[config.mk]
export PLATFORM = sky130hd
export DESIGN_NAME = lsu_stage
export DESIGN_NICKNAME = d
export VERILOG_FILES = /design/src/rtl/lsu_stage.sv
export SDC_FILE = /design/constraint.sdc
export NUM_CORES = 1
export LEC_CHECK = 0
export BUFFER_PORTS_ARGS = -buffer_cell sky130_fd_sc_hd__buf_2
export CORE_MARGIN = 1.5
export CORE_UTILIZATION = 46
export DETAILED_ROUTE_END_ITERATION = 6
export PLACE_DENSITY = 0.77
export SYNTH_ARGS = -nofsm -noshare
export SYNTH_HDL_FRONTEND = slang
export SYNTH_SLANG_ARGS = --single-unit
[constraint.sdc]
create_clock -name clk -period 2 [get_ports clk]
set_input_delay 0.4 -clock clk [delete_from_list [all_inputs] [get_ports clk]]
set_output_delay 0.4 -clock clk [all_outputs]
set_load 0.02 [all_outputs]
[src/rtl/lsu_stage.sv]
// lsu_stage: RV32I load/store stage between execute and writeback.
// Three-state FSM (IDLE/REQ/WAIT) drives a req/gnt + rvalid data-memory port.
// Non-memory and illegal ops complete in one cycle at full throughput.
// Build option: define LSU_MISALIGN_TRAP_EN to trap misaligned half/word
// accesses instead of silently truncating the address to natural alignment.

// One byte lane of the store path: strobe and replicated write byte.
module lsu_lane #(
    parameter int VEC_W = 8,
    parameter int LANE  = 0
) (
    input  logic [1:0]       size,
    input  logic [1:0]       lsb,
    input  logic [VEC_W-1:0] byte_src,
    input  logic [VEC_W-1:0] half_src,
    input  logic [VEC_W-1:0] word_src,
    output logic             stb,
    output logic [VEC_W-1:0] wbyte
);
    localparam logic [1:0] LID = 2'(LANE);

    // select lane enable and data by access size
    always_comb begin
        stb   = 1'b1;
        wbyte = word_src;
        case (size)
            2'b00: begin
                stb   = (lsb == LID);
                wbyte = byte_src;
            end
            2'b01: begin
                stb   = (lsb[1] == LID[1]);
                wbyte = half_src;
            end
            default: begin
                stb   = 1'b1;
                wbyte = word_src;
            end
        endcase
    end
endmodule

module lsu_stage (
    input  logic        clk,
    input  logic        rst_n,
    input  logic        in_valid,
    output logic        in_ready,
    input  logic [31:0] in_addr,
    input  logic [31:0] in_store_data,
    input  logic [2:0]  in_funct3,
    input  logic        in_mem_read,
    input  logic        in_mem_write,
    input  logic [4:0]  in_rd,
    input  logic        in_reg_write,
    output logic        dmem_req,
    output logic        dmem_we,
    output logic [31:0] dmem_addr,
    output logic [3:0]  dmem_wstrb,
    output logic [31:0] dmem_wdata,
    input  logic        dmem_gnt,
    input  logic        dmem_rvalid,
    input  logic [31:0] dmem_rdata,
    output logic        wb_valid,
    output logic [4:0]  wb_rd,
    output logic        wb_reg_write,
    output logic [31:0] wb_data,
    output logic        misalign_trap
);
    localparam int NUM_LANES = 4;
    localparam int VEC_W     = 8;

    typedef enum logic [1:0] {IDLE, REQ, WAIT} state_t;

    // context of the memory op in flight
    typedef struct packed {
        logic [31:0] addr;
        logic [2:0]  f3;
        logic [4:0]  rd;
        logic        rw;
        logic        store;
    } pend_t;

    state_t state;
    pend_t  pend;

    logic [1:0] lsb, size;
    logic       mem_op, ld_ok, st_ok, misalign, go_mem;
    logic [NUM_LANES-1:0]            lane_stb;
    logic [NUM_LANES-1:0][VEC_W-1:0] lane_wdata;
    logic [7:0]  ld_byte;
    logic [15:0] ld_half;
    logic [31:0] ld_data;

    assign in_ready = (state == IDLE);

    // decode legality and alignment of the incoming op
    always_comb begin
        lsb    = in_addr[1:0];
        size   = in_funct3[1:0];
        mem_op = in_mem_read || in_mem_write;
        ld_ok  = in_mem_read && !in_mem_write &&
                 (in_funct3 inside {3'b000, 3'b001, 3'b010, 3'b100, 3'b101});
        st_ok  = in_mem_write && !in_mem_read && (in_funct3 <= 3'b010);
`ifdef LSU_MISALIGN_TRAP_EN
        misalign = (ld_ok || st_ok) &&
                   ((size == 2'b01 && lsb[0]) || (size == 2'b10 && lsb != 2'b00));
`else
        // low address bits beyond natural alignment are simply ignored
        misalign = 1'b0;
`endif
        go_mem = (ld_ok || st_ok) && !misalign;
    end

    for (genvar g = 0; g < NUM_LANES; g++) begin : g_lane
        lsu_lane #(.VEC_W(VEC_W), .LANE(g)) u_lane (
            .size     (size),
            .lsb      (lsb),
            .byte_src (in_store_data[VEC_W-1:0]),
            .half_src (in_store_data[VEC_W*(g%2) +: VEC_W]),
            .word_src (in_store_data[VEC_W*g +: VEC_W]),
            .stb      (lane_stb[g]),
            .wbyte    (lane_wdata[g])
        );
    end

    // extract and extend the loaded lane from the returned word
    always_comb begin
        ld_byte = dmem_rdata[{pend.addr[1:0], 3'b000} +: 8];
        ld_half = dmem_rdata[{pend.addr[1], 4'b0000} +: 16];
        case (pend.f3)
            3'b000:  ld_data = {{24{ld_byte[7]}}, ld_byte};
            3'b001:  ld_data = {{16{ld_half[15]}}, ld_half};
            3'b100:  ld_data = {24'h0, ld_byte};
            3'b101:  ld_data = {16'h0, ld_half};
            default: ld_data = dmem_rdata;
        endcase
    end

    // control FSM with registered memory and writeback outputs
    always_ff @(posedge clk or negedge rst_n) begin
        if (!rst_n) begin
            state         <= IDLE;
            pend          <= '0;
            dmem_req      <= 1'b0;
            dmem_we       <= 1'b0;
            dmem_addr     <= '0;
            dmem_wstrb    <= '0;
            dmem_wdata    <= '0;
            wb_valid      <= 1'b0;
            wb_rd         <= '0;
            wb_reg_write  <= 1'b0;
            wb_data       <= '0;
            misalign_trap <= 1'b0;
        end else begin
            wb_valid      <= 1'b0;
            misalign_trap <= 1'b0;
            case (state)
                IDLE: begin
                    if (in_valid) begin
                        if (go_mem) begin
                            state      <= REQ;
                            dmem_req   <= 1'b1;
                            dmem_we    <= st_ok;
                            dmem_addr  <= {in_addr[31:2], 2'b00};
                            dmem_wstrb <= st_ok ? lane_stb : 4'b0000;
                            dmem_wdata <= lane_wdata;
                            pend       <= '{addr: in_addr, f3: in_funct3, rd: in_rd,
                                            rw: in_reg_write, store: st_ok};
                        end else begin
                            // plain ALU result, illegal op or trapped access
                            wb_valid      <= 1'b1;
                            wb_rd         <= in_rd;
                            wb_reg_write  <= in_reg_write && !mem_op;
                            wb_data       <= in_addr;
                            misalign_trap <= misalign;
                        end
                    end
                end
                REQ: begin
                    if (dmem_gnt) begin
                        dmem_req <= 1'b0;
                        if (pend.store) begin
                            state        <= IDLE;
                            wb_valid     <= 1'b1;
                            wb_rd        <= pend.rd;
                            wb_reg_write <= 1'b0;
                            wb_data      <= pend.addr;
                        end else begin
                            state <= WAIT;
                        end
                    end
                end
                WAIT: begin
                    if (dmem_rvalid) begin
                        state        <= IDLE;
                        wb_valid     <= 1'b1;
                        wb_rd        <= pend.rd;
                        wb_reg_write <= pend.rw;
                        wb_data      <= ld_data;
                    end
                end
                default: state <= IDLE;
            endcase
        end
    end
endmodule

* After elaboration in Yosys (flattened, before gate mapping)
Index checks and enable logic that the tools add are counted.
Widths: inputs -> output; s select.
** Word-level totals
- RAM bits :: 0
- Bits in latches :: 0
- Bits of input ports :: 112
- ROM bits :: 0
- Output and inout port bits :: 111
- Memories kept :: 0
- Flip-flop bits (word level) :: 150
** Cells by class
- Reductions and logical operators :: 23
- $lt $le $gt $ge :: 1
- Div/mod/pow operators :: 0
- Shift operators :: 2
- Bitwise gates (word level) :: 1
- Multiply operators :: 0
- Add/subtract/negate cells :: 0
- Equality and inequality tests :: 19
- Multiplexer cells :: 43
** Operators by type and width (count)
- $mux 32 :: 5
- $pmux 32 s4 :: 1
- $pmux 32 s3 :: 1
- $shiftx 32x6->16 :: 1
- $shiftx 32x6->8 :: 1
- $mux 5 :: 5
- $mux 8 :: 2
- $pmux 8 s2 :: 1
- $pmux 5 s3 :: 1
- $mux 1 :: 13
- $eq 3x3->1 const B :: 4
- $mux 2 :: 5
- $ne 2x2->1 const B :: 5
- $pmux 1 s2 :: 5
- $reduce_and 4->1 :: 2
- $eq 2x1->1 const B :: 3
- $eq 2x2->1 const B :: 3
- $eq 3x1->1 const B :: 2
- $logic_not 2->1 :: 3
- $logic_not 3->1 :: 2
- $pmux 1 s3 :: 2
- $pmux 2 s3 :: 1
- $reduce_and 6->1 :: 1
- $logic_and 1x1->1 :: 5
- other kinds (12) :: 15

* Longest topological paths before layout
- Depth after elaboration :: 7
- Gate-level depth with buffers :: 9
- Mapped depth without buffers :: 7

* By module
A second synthesis with hierarchy kept.
** Unflattened totals
- Cell total of the unflattened synthesis :: 859
- Area, all modules :: 6993.0 um2
** By module, submodules not included
- lsu_stage :: cells each 747, instances 1, area each 6256.0 um2
- lsu_lane (g_lane[2].u_lane) :: cells each 28, instances 1, area each 190.2 um2
- lsu_lane (g_lane[3].u_lane) :: cells each 28, instances 1, area each 183.9 um2
- lsu_lane (g_lane[0].u_lane) :: cells each 28, instances 1, area each 182.7 um2
- lsu_lane (g_lane[1].u_lane) :: cells each 28, instances 1, area each 180.2 um2

* Worst setup path before layout
No wires, ideal clock.
- Path kind :: register to register
- From :: reg state[0]
- To :: reg wb_data[6]
- Path slack :: -0.216 ns
- Buffers on the path :: 3
- Cell stages (with the launch flop) :: 9
- Clock period less this slack :: 2.216 ns
- Data arrival time :: 2.112 ns
- Cell sequence :: dfrtp_1 -> inv_1 -> ha_1 -> buf_2 -> a221o_1 -> a211o_1 -> buf_2 -> buf_6 -> o41ai_2
** On the way
- Longest elaborated chain between the ends :: 3
- Elaborated cells on any way between the ends :: 11
** Ends and longest elaborated chain
- from (decl) :: line 83 : state_t state;
- from (signal assigned) :: line 142 : state <= IDLE;
- from (signal assigned) :: line 161 : state <= REQ;
- from (signal assigned) :: line 183 : state <= IDLE;
- $logic_not 2->1 *
- via in_ready :: line 47 : output logic in_ready,
- $ne 2x2->1 (no line) / $reduce_bool 3->1 (equally long branches)
- $reduce_and 6->1 (no line)
- to (signal assigned) :: line 174 : wb_data <= in_addr;
- to (signal assigned) :: line 187 : wb_data <= pend.addr;
- to (signal assigned) :: line 199 : wb_data <= ld_data;
- to (decl) :: line 66 : output logic [31:0] wb_data,
Mark *: on every way through the listed nets, which the timed path passes. The rest lies on a longest branch.
A chain may end at the register's enable or synchronous reset.

* Worst setup path after layout
- From :: reg state[1]
- To :: reg wb_data[2]
** On the way
- Longest elaborated chain between the ends :: 3
- Elaborated cells on any way between the ends :: 11
** Ends and longest elaborated chain
- $eq 2x1->1, or another cell as far along :: line 157 : case (state)
- $ne 2x2->1 (no line) / $reduce_bool 3->1 (equally long branches)
- $reduce_and 6->1 (no line)
Several ways; a longest one is shown, not always the timed one.

==> impl_metrics.env <==
export IMPL_status="complete, but fails checks"
export IMPL_violations="setup timing"
export IMPL_drtIter0Drc=434
export IMPL_yosysTopAreaCell="dfrtp_1"
export IMPL_cts_tree="done"
export IMPL_critPathCaptureType="register"
export IMPL_die_h_um=121
export IMPL_instances_no_fill=1043
export IMPL_syn_mean_instance_area_um2=9.81
export IMPL_finalPower_uw=15200
export IMPL_rsz0062_at_grt="true"
export IMPL_clockPowerShare=0.201
export IMPL_insertion_delay_ps=420
export IMPL_num_antenna_cells=0
export IMPL_ir_worst_vdd_mv=0.868
export IMPL_hold_class="in -> reg"
export IMPL_fp_dieW_um=121
export IMPL_worst_slack_ps=-43.6
export IMPL_use_met1=0.310
export IMPL_ys_warn_count=0
export IMPL_tightest_slew_ps=639
export IMPL_regToRegStartpoint="state[1]"
export IMPL_placed_cells=1003
export IMPL_synth_edff_count=0
export IMPL_p_sw_frac=0.422
export IMPL_root_buffer="clkbuf_16"
export IMPL_required_ps=2310
export IMPL_drc=0
export IMPL_drive_gt1_frac=0.415
export IMPL_reg2reg_to="wb_data[2]"
export IMPL_p_leak_uw=0.00406
export IMPL_pwr_share_comb=0.506
export IMPL_cp_start_kind="register"
export IMPL_arrival_ps=2350
export IMPL_cpPeakStageDelay_ps=380
export IMPL_worstSetupStartpoint="state[1]"
export IMPL_finalWirelength_um=19200
export IMPL_antenna_found_initial=0
export IMPL_postSynthCellCount=653
export IMPL_grt_max_degree=57
export IMPL_synth_top_area_share=0.469
export IMPL_vias=5784
export IMPL_multi_input_area_mm2=0.00301
export IMPL_p_switching_uw=6420
export IMPL_use_met3=0.0902
export IMPL_fin_crit_ps=2040
export IMPL_regArea_mm2=0.00300
export IMPL_cts_buffers=17
export IMPL_grt_overflow=0
export IMPL_crit_family="compound AO/OA/AOI/OAI gates"
export IMPL_first_pass_iters=5
export IMPL_htreeDepth=4
export IMPL_ys_top_cells_by_count="dfrtp_1, nor2_1, nand2_1, o21ai_0, mux2_2"
export IMPL_rows=42
export IMPL_seq_power_share=0.293
export IMPL_rrSetupSlack_ps=-40
export IMPL_dp_worst_setup_slack_ps=-89.3
export IMPL_routabilityCongestion=0.885
export IMPL_min_from="in_reg_write"
export IMPL_p_int_uw=8790
export IMPL_hold_end="pend[1]"
export IMPL_nNetsFinal=970
export IMPL_ioPinCount=223
export IMPL_synth_seq_cells=120
export IMPL_ys_flop_type="dfrtp_1"
export IMPL_cts_sinks=120
export IMPL_hold_depth=2
export IMPL_cts_clk_slew_worst_paths_ps=50
export IMPL_synth_area_mm2=0.00641
export IMPL_busiest_layer="met2"
export IMPL_min_period_over_period=1.02
export IMPL_synthMostInstantiatedCell="dfrtp_1"
export IMPL_grt_pass1_wl_um=29700
export IMPL_slew_headroom=0.571
export IMPL_dp_hpwl_um=13700
export IMPL_fill_cells=1157
export IMPL_path_buf_inv=2
export IMPL_start_util=0.478
export IMPL_syn_to_final_growth_pct=31.4
export IMPL_critical_path_class="reg -> reg"
export IMPL_async_flop_share=1.00
export IMPL_met2_usage=0.455
export IMPL_hold_ws_ps=229
export IMPL_seq_area_frac_synth=0.469
export IMPL_worstPathMaxFanout=16
export IMPL_max_cap_violations=0
export IMPL_r2r_cells=7
export IMPL_power_density_mw_per_mm2=1810
export IMPL_synthDistinctLibCells=49
export IMPL_avgViaCountPerCell=5.55
export IMPL_drv_slew=0
export IMPL_wl_per_cell_um=18.4
export IMPL_die_area_mm2=0.0146
export IMPL_port_buffers=219
export IMPL_grt_pass1_vias=5819
export IMPL_clock_fmax_mhz=489
export IMPL_setup_viol=20
export IMPL_cpMaxStageDelayCell="dfrtp_1"
export IMPL_crit_chain="inv_2 > ha_2 > nor2b_1 > or2_2 > a211o_4 > buf_12 > o41ai_4"
export IMPL_finalClockSkew_ps=10.6
export IMPL_hold_violations=0
export IMPL_grt_use_total=0.262
export IMPL_synthTopCellsByArea="dfrtp_1, mux2_2, mux2i_1"
export IMPL_coreArea_mm2=0.0134
export IMPL_setup_tns_ps=-389
export IMPL_ant_nets=0
export IMPL_cts_buffer_depth=2
[what timing repair did]
item,in CTS,in global routing
hold buffers,1,0
pin swaps,1,2
resized for setup,5,15
cloned,0,3
setup endpoints to repair,30,33
buffers inserted,2,2
endpoints found under the hold margin,26,0
[flip-flops by register name, indices dropped and copies added, names as in the netlist]
| name | flops |
|---|---|
| wb_valid | 1 |
| dmem_wstrb | 4 |
| dmem_req | 1 |
| wb_reg_write | 1 |
| state | 2 |
| pend | 42 |
| wb_data | 32 |
| dmem_wdata | 32 |
| wb_rd | 5 |
[cells by family (layout without fill, tap and decap cells)]
kind of cell | count (synthesis) | after routing | synth area share
simple gates | 188 | 188 | 0.128
compound gates | 165 | 165 | 0.172
flops | 120 | 120 | 0.469
mux | 88 | 88 | 0.149
buf+inv | 87 | 299 | 0.0746
fa+ha+maj | 4 | 4 | 0.00781
other cells | 1 | 3 | 0.000585
[power groups by stage]
stage,registers (uW),clock network [uW],logic (uW)
floorplan,5220,0,4390
global placement,4430,0,7110
detailed placement,4470,0,7290
CTS,4450,3100,7400
global route,4600,3210,8340
finish,4460,3050,7700
[routing by layer]
metal  share of wire  wire, um
met1            0.40      7650
met4           0.014       262
met5               0         0
met2            0.50      9590
met3           0.089      1720
[worst max-delay path by stage]
stage	slack, ps	depth (start not counted)	to
floorplan	10	8	wb_data[6]
global placement	5	6	wb_data[2]
detailed placement	-90	7	wb_data[4]
CTS	-60	7	wb_data[2]
global route	-130	7	wb_data[2]
finish	-40	7	wb_data[2]
[placed cells by master (no fill, tap or decap), types with 9 or more instances in the layout]
cell type,Yosys,routed
nor2_1,73,72
clkbuf_16,0,19
a22oi_1,16,16
dfrtp_1,120,120
nand2_1,71,71
mux2i_1,38,38
buf_12,0,9
o221ai_1,9,9
o21ai_0,59,49
buf_2,16,218
a21oi_1,34,34
buf_4,33,29
o21ai_1,2,12
nor3_1,17,15
mux2_2,49,49
[worst register-to-register path: cells and delay by family, from the launching register on]
family                   cells  cell delay, ps
AO/OA/AOI/OAI                2             700
AND/OR/NAND/NOR              2             430
flip-flops                   1             380
buffers and inverters        2             220
adder cells (fa/ha/maj)      1             200
[metrics by stage]
| step | utilization | area (um2) |
|---|---|---|
| global placement | 0.572 | 7660 |
| detailed placement | 0.572 | 7660 |
| finish | 0.628 | 8420 |
| floorplan | - | 6440 |
| global route | 0.628 | 8420 |
| CTS | 0.621 | 8320 |
[final cells by class]
| class | instances | share of cell area |
|---|---|---|
| tap | 176 | 0.0262 |
| inverter | 6 | 0.00268 |
| clock inverter | 8 | 0.0110 |
| sequential | 120 | 0.357 |
| clock buffer | 24 | 0.0596 |
| multi-input combinational | 448 | 0.357 |
| timing repair buffer | 261 | 0.187 |
No activity file was read; power rests on OpenSTA's default activity.
